==> src/rtl/readout_pkg.sv <==
// rtl/readout_pkg.sv - shared constants and types for the readout transmit sequencer
package readout_pkg;

  localparam logic [2:0] SEL_ENV       = 3'd0;
  localparam logic [2:0] SEL_PULSE_LEN = 3'd1;
  localparam logic [2:0] SEL_TOF       = 3'd2;
  localparam logic [2:0] SEL_AMP       = 3'd3;
  localparam logic [2:0] SEL_WINDOW    = 3'd4;

  typedef enum logic {
    IDLE,
    ACTIVE
  } tx_state_t;

  // Envelope read register plus scale register.
  localparam int TX_LAT = 2;

endpackage

==> src/rtl/readout_tx_env_scaler.sv <==
// rtl/readout_tx_env_scaler.sv - signed Q1.(DW-1) multiply, floor shift, saturate, register
module readout_tx_env_scaler #(
  parameter int DATA_WIDTH = 16
) (
  input  logic                         clk,
  input  logic                         rst,
  input  logic                         in_valid,
  input  logic signed [DATA_WIDTH-1:0] sample,
  input  logic signed [DATA_WIDTH-1:0] amp,
  output logic signed [DATA_WIDTH-1:0] scaled
);

  localparam logic signed [2*DATA_WIDTH-1:0] SAT_MAX =
    {{(DATA_WIDTH+1){1'b0}}, {(DATA_WIDTH-1){1'b1}}};

  logic signed [2*DATA_WIDTH-1:0] product;
  logic signed [2*DATA_WIDTH-1:0] shifted;
  logic signed [DATA_WIDTH-1:0]   sat;

  // Only (-1)*(-1) can exceed the positive range; the negative side never overflows.
  always_comb begin
    product = (2*DATA_WIDTH)'(sample) * (2*DATA_WIDTH)'(amp);
    shifted = product >>> (DATA_WIDTH - 1);
    sat     = (shifted > SAT_MAX) ? SAT_MAX[DATA_WIDTH-1:0] : shifted[DATA_WIDTH-1:0];
  end

  always_ff @(posedge clk) begin
    if (rst) begin
      scaled <= '0;
    end else begin
      scaled <= in_valid ? sat : '0;
    end
  end

endmodule

==> src/rtl/readout_tx_pulse_sequencer.sv <==
// rtl/readout_tx_pulse_sequencer.sv - triggered I/Q envelope player with ToF-aligned count window markers
module readout_tx_pulse_sequencer
  import readout_pkg::*;
#(
  parameter int DATA_WIDTH     = 16,
  parameter int ENV_ADDR_WIDTH = 5,
  parameter int CNT_WIDTH      = 8
) (
  input  logic                         clk,
  input  logic                         rst,
  input  logic                         cfg_wr_en,
  input  logic [2:0]                   cfg_wr_sel,
  input  logic [ENV_ADDR_WIDTH-1:0]    cfg_wr_addr,
  input  logic [2*DATA_WIDTH-1:0]      cfg_wr_data,
  input  logic                         trigger_in,
  output logic                         busy_out,
  output logic                         trig_dropped_out,
  output logic                         valid_out,
  output logic signed [DATA_WIDTH-1:0] i_out,
  output logic signed [DATA_WIDTH-1:0] q_out,
  output logic                         start_count_out,
  output logic                         finish_count_out
);

  localparam int DEPTH = 1 << ENV_ADDR_WIDTH;
  localparam int TW    = CNT_WIDTH + 2;
  localparam logic [TW-1:0] DEPTH_T = TW'(DEPTH);

  logic [2*DATA_WIDTH-1:0]      env_mem [DEPTH];
  logic [CNT_WIDTH-1:0]         pulse_len_q;
  logic [CNT_WIDTH-1:0]         tof_q;
  logic [CNT_WIDTH-1:0]         window_q;
  logic signed [DATA_WIDTH-1:0] amp_q;

  tx_state_t state;
  tx_state_t state_next;

  logic [TW-1:0] t_q;
  logic [TW-1:0] len_sh;
  logic [TW-1:0] start_t;
  logic [TW-1:0] finish_t;
  logic [TW-1:0] last_t;
  logic [TW-1:0] len_cfg;
  logic [TW-1:0] tof_cfg;
  logic [TW-1:0] win_cfg;
  logic [TW-1:0] sample_end;
  logic [TW-1:0] window_end;

  logic                      accept;
  logic                      issue;
  logic [ENV_ADDR_WIDTH-1:0] issue_addr;
  logic                      rd_valid;
  logic [2*DATA_WIDTH-1:0]   env_rd;

  // Sequence-relative times: t_q is 1 in the cycle after accept.
  always_comb begin
    len_cfg    = (TW'(pulse_len_q) > DEPTH_T) ? DEPTH_T : TW'(pulse_len_q);
    tof_cfg    = TW'(tof_q);
    win_cfg    = (window_q == '0) ? TW'(1) : TW'(window_q);
    sample_end = len_cfg + TW'(TX_LAT - 1);
    window_end = tof_cfg + win_cfg;
  end

  assign accept   = (state == IDLE) && trigger_in;
  assign busy_out = (state == ACTIVE);

  always_ff @(posedge clk) begin
    if (rst) begin
      state <= IDLE;
    end else begin
      state <= state_next;
    end
  end

  // Sample 0 is fetched in the accept cycle itself so it lands at A+TX_LAT.
  always_comb begin
    state_next = state;
    issue      = 1'b0;
    issue_addr = '0;
    case (state)
      IDLE: begin
        if (trigger_in) begin
          state_next = ACTIVE;
          issue      = (len_cfg != '0);
        end
      end
      ACTIVE: begin
        issue      = (t_q < len_sh);
        issue_addr = t_q[ENV_ADDR_WIDTH-1:0];
        if (t_q == last_t) begin
          state_next = IDLE;
        end
      end
      default: state_next = IDLE;
    endcase
  end

  always_ff @(posedge clk) begin
    if (rst) begin
      for (int k = 0; k < DEPTH; k++) begin
        env_mem[k] <= '0;
      end
    end else if (cfg_wr_en && (cfg_wr_sel == SEL_ENV)) begin
      env_mem[cfg_wr_addr] <= cfg_wr_data;
    end
  end

  always_ff @(posedge clk) begin
    if (rst) begin
      pulse_len_q      <= '0;
      tof_q            <= '0;
      window_q         <= '0;
      amp_q            <= '0;
      len_sh           <= '0;
      start_t          <= '0;
      finish_t         <= '0;
      last_t           <= '0;
      t_q              <= '0;
      trig_dropped_out <= 1'b0;
      rd_valid         <= 1'b0;
      env_rd           <= '0;
      valid_out        <= 1'b0;
      start_count_out  <= 1'b0;
      finish_count_out <= 1'b0;
    end else begin
      if (cfg_wr_en) begin
        case (cfg_wr_sel)
          SEL_PULSE_LEN: pulse_len_q <= cfg_wr_data[CNT_WIDTH-1:0];
          SEL_TOF:       tof_q       <= cfg_wr_data[CNT_WIDTH-1:0];
          SEL_AMP:       amp_q       <= cfg_wr_data[DATA_WIDTH-1:0];
          SEL_WINDOW:    window_q    <= cfg_wr_data[CNT_WIDTH-1:0];
          default: ;
        endcase
      end

      if (accept) begin
        len_sh   <= len_cfg;
        start_t  <= tof_cfg + TW'(1);
        finish_t <= window_end;
        last_t   <= (sample_end > window_end) ? sample_end : window_end + TW'(1);
        t_q      <= TW'(1);
      end else if (state == ACTIVE) begin
        t_q <= t_q + TW'(1);
      end

      if ((state == ACTIVE) && trigger_in) begin
        trig_dropped_out <= 1'b1;
      end

      rd_valid         <= issue;
      env_rd           <= issue ? env_mem[issue_addr] : '0;
      valid_out        <= rd_valid;
      start_count_out  <= (state == ACTIVE) && (t_q == start_t);
      finish_count_out <= (state == ACTIVE) && (t_q == finish_t);
    end
  end

  readout_tx_env_scaler #(.DATA_WIDTH(DATA_WIDTH)) u_scale_i (
    .clk      (clk),
    .rst      (rst),
    .in_valid (rd_valid),
    .sample   (env_rd[2*DATA_WIDTH-1:DATA_WIDTH]),
    .amp      (amp_q),
    .scaled   (i_out)
  );

  readout_tx_env_scaler #(.DATA_WIDTH(DATA_WIDTH)) u_scale_q (
    .clk      (clk),
    .rst      (rst),
    .in_valid (rd_valid),
    .sample   (env_rd[DATA_WIDTH-1:0]),
    .amp      (amp_q),
    .scaled   (q_out)
  );

endmodule
==> config.mk <==
export PLATFORM = sky130hd
export DESIGN_NAME = readout_tx_pulse_sequencer
export DESIGN_NICKNAME = d
export VERILOG_FILES = /design/src/rtl/readout_pkg.sv /design/src/rtl/readout_tx_env_scaler.sv /design/src/rtl/readout_tx_pulse_sequencer.sv
export SDC_FILE = /design/constraint.sdc
export NUM_CORES = 2
export LEC_CHECK = 0
export ABC_AREA = 1
export BUFFER_PORTS_ARGS = -buffer_cell sky130_fd_sc_hd__buf_2
export CORE_MARGIN = 2
export CORE_UTILIZATION = 60
export DETAILED_ROUTE_END_ITERATION = 8
export GPL_TIMING_DRIVEN = 0
export HOLD_SLACK_MARGIN = 0.03
export PLACE_DENSITY_LB_ADDON = 0.12
export RECOVER_POWER = 50
export SLEW_MARGIN = 5
export SYNTH_ARGS = -nofsm -noshare
export SYNTH_HDL_FRONTEND = slang
export SYNTH_HIERARCHICAL = 1
export SYNTH_SLANG_ARGS = --single-unit
==> constraint.sdc <==
create_clock -name clk -period 8.6 [get_ports clk]
set_input_delay 1.72 -clock clk [delete_from_list [all_inputs] [get_ports clk]]
set_output_delay 1.72 -clock clk [all_outputs]
set_load 0.03 [all_outputs]
==> run summary <==
Status: finished with violations
Failing checks: max-capacitance violations, max-slew violations
GP Congestion: 1.03
Vias: 58500
Pin count of the biggest net entering global routing: 33
Register area: 0.0339 mm^2
CP Launch Type: flip-flop
Critical Path RT: 9.21 ns
Row cnt: 129
Yosys reg bits: 1180
WS Path Type: reg2reg
H-tree depth: 3
Clk pwr share: 39.9%
Flop pwr share: 48.6%
CP Launch Point: amp_q[5]
Peak supply drop: 0.000176 V
DP HPWL: 180000 um
DRC errors left: 0
Total negative slack: 0 ns
Initial DRC count: 6638
Internal power: 9.93 mW
Hold_ws: 0.442 ns
Max Cap Violations: 1
Hold_buf cts: 0
RSZ-0062 raised after global routing: no
Tcrit/Tclk final: 82.6%
Via density: 5.82
Static Leak: 35.9 nW
Relative slew slack: -25.0%
Slowest CP cell: fa_1
Die height: 356 um
Number of gates resized after CTS: 0
Clk root buf: clkbuf_16
Core footprint: 0.123 mm^2
Vias in the first global route: 57600
Top Ports: 81
Critical path arrival: 7.72 ns
Achievable frequency: 141 MHz
Comb pwr share: 11.5%
Setup violations, final: 0
Area grow syn2layout: 8.47%
CP max FO: 10
Most used cell, CP: fa_1
Pre-antenna DRT Iters: 6
Hold Path Origin: len_sh[6]
Power per cell area: 168 mW/mm^2
Detailed Route WL: 239000 um
Yosys warnings: 6
Ratio of cells with drive above 1 in the final layout: 5.90%
Post-CTS Setup Inserts: 0
Post-synth cell types: 53
Longest Clk Path Bufs: 3
Reg-to-Reg Start: amp_q[5]
Clock transition at the registers of the reported paths: 0.06 ns
Slew Limit Fails: 3
CP cell instances: clkbuf_1 -> clkbuf_1 -> nand2_1 -> fa_1 -> inv_1 -> fa_1 -> fa_1 -> fa_1 -> inv_1 -> fa_1 -> fa_1 -> inv_1 -> ha_1 -> nand2_1 -> nor2_1 -> nand2_1 -> nor4_1 -> nand2_1 -> nand3_1 -> nand2_2 -> nand2_4 -> buf_6 -> a21oi_2
Final Core Density: 65.3%
Full die area: 0.126 mm^2
WL per Instance: 23.8 um
Total grt overflow: 0
Worst-Margin Slew: 1.86 ns
Initial Util: 60.2%
Number of clock sinks: 1180
Latest clock arrival within the worst-skew pair: 0.78 ns
Initial antenna violation count: 9
Fillers: 10300
Total CTS buffers: 121
Area of the multi-input gates: 0.0329 mm^2
Post-route ant nets: 0
Switching share of power: 26.7%
Final Hold Viols: 0
Clk_skew: 0.0848 ns
Cells after synthesis: 8105
Sequential share of the synthesized area: 45.7%
Switching power: 3.61 mW
Netlist Area Pre-Place: 0.0742 mm^2
Fin crit period: 7.11 ns
Hold Crit Class: reg2reg
Global-route wire length before repair: 350000 um
Syn_area_per_cell: 9.15 um^2
CP max stage delay: 0.94 ns
Port bufs: 80
CTS tree: yes
All-layer global routing usage: 37.8%
Die width: 356 um
Post-layout net count: 9066
CP endpoint kind: flip-flop
flip-flops by register name (all words and copies together) (netlist names), 10 cells and up:
name / count
t_q: 10
last_t: 10
u_scale_q/scaled: 16
env_mem: 1024
env_rd: 32
u_scale_i/scaled: 16
amp_q: 16
cell families (layout without fill, tap and decap cells):
group                      Yosys count  in the layout  synth area share [%]
and+or+nand+nor                   3326           3326                  18.0
buffers and inverters             1835           2141                  10.1
DFF                               1180           1180                  45.7
AOI/OAI and AO/OA                 1019           1019                  8.60
adders and majority gates          710            710                  17.3
xor gates and xnor gates            34             34                 0.401
other                                1              7               0.00506
layer usage:
metal	track usage (%)	vias to the layer above	wire, um
met5	0	-	48
met4	23.8	6	16900
met3	6.20	681	23500
met2	61.1	3158	111000
met1	47.9	28500	87800
li1	-	26200	-
worst paths after layout:
kind | to | slack (ns) | depth (start not counted)
setup / recovery | u_scale_i/scaled[3] | 1.49 | 23
hold / removal | len_sh[6] | 0.44 | 2
setup reg to reg | u_scale_i/scaled[3] | 1.49 | 23
hold reg to reg | len_sh[6] | 0.44 | 2
through the flow:
| step | cell area (um^2) | setup WS (ns) | cells | power (mW) |
|---|---|---|---|---|
| after floorplan | 74200 | 2.49 | 8107 | 7.58 |
| after global placement | 76600 | 1.50 | 9824 | 8.18 |
| after detailed placement | 76700 | 1.43 | 9826 | 8.21 |
| after CTS | 80800 | 1.47 | 10100 | 13.5 |
| after global routing | 80500 | 1.02 | 10100 | 13.8 |
| final | 80500 | 1.49 | 10100 | 13.5 |
cells in the mapped netlist, drive strengths merged:
master  number  area [um^2]
or2         75          469
dfxtp      156         3120
a221oi       5         43.8
a32o         1         10.0
a21o         3         22.5
inv       1268         4760
o21bai      12         90.1
clkinv       8         30.0
a21boi       2         15.0
a31oi        3         18.8
xnor2       18          158
o22ai       17          106
xor2        16          140
o21a         7         52.6
nor2      1650         6240
a211oi       1         7.51
conb         1         3.75
o31ai       33          248
nor3        23          125
nor4         9         68.8
a21oi      195         1100
fa         523        10500
clkbuf     306         1150
nand2     1257         4780
nand3      270         1370
nand3b      13         97.6
buf        253         1540
o21ai      356         1780
o211ai     384         2880
edfxtp    1024        30700
ha         187         2340
and3         2         12.5
nor3b        3         32.5
nand4       24          150
critical path: cells and delay by family (launching register included):
family	cells	cell delay, ns
flip-flops	1	0.45
AND/OR/NAND/NOR	9	1.14
AO/OA/AOI/OAI	1	0.07
adder cells (fa/ha/maj)	7	4.19
buffers and inverters	6	1.16
cells in the final DEF (no fill, tap or decap), types with 23 or more instances in the layout:
cell / synthesis / routed
a21oi_2: 30 / 24
nand2_1: 1239 / 1208
or2_0: 26 / 26
clkinv_2: 0 / 25
or2_2: 44 / 44
fa_1: 523 / 523
edfxtp_1: 1024 / 1024
o21ai_0: 323 / 325
buf_2: 172 / 134
clkbuf_16: 0 / 122
nand4_1: 24 / 24
nand2_2: 15 / 46
inv_1: 1259 / 1261
a21oi_1: 164 / 170
nor3_1: 21 / 23
ha_1: 187 / 187
clkinv_1: 8 / 25
dfxtp_1: 156 / 156
o211ai_1: 384 / 384
nor2_1: 1641 / 1642
clkbuf_1: 306 / 473
nand3_1: 268 / 268
o21ai_1: 33 / 31
o31ai_1: 33 / 33
power groups by stage:
stage / combinational (mW) / sequential, mW / clock [mW]
after floorplan: 0.901 / 6.68 / 0
after global placement: 1.48 / 6.69 / 0
after detailed placement: 1.51 / 6.70 / 0
after CTS: 1.52 / 6.58 / 5.38
after global routing: 1.65 / 6.60 / 5.59
final: 1.55 / 6.58 / 5.41
final cells by class:
cell class / count / share of cell area, %
inverter: 1276 / 5.96
antenna: 4 / 0.0124
sequential: 1180 / 42.1
clock inverter: 72 / 1.03
clock buffer: 152 / 3.97
timing repair buffer: 82 / 0.488
tap: 1637 / 2.55
buffer: 559 / 3.04
multi-input combinational: 5092 / 40.9
(Power assumes the default switching activity.)
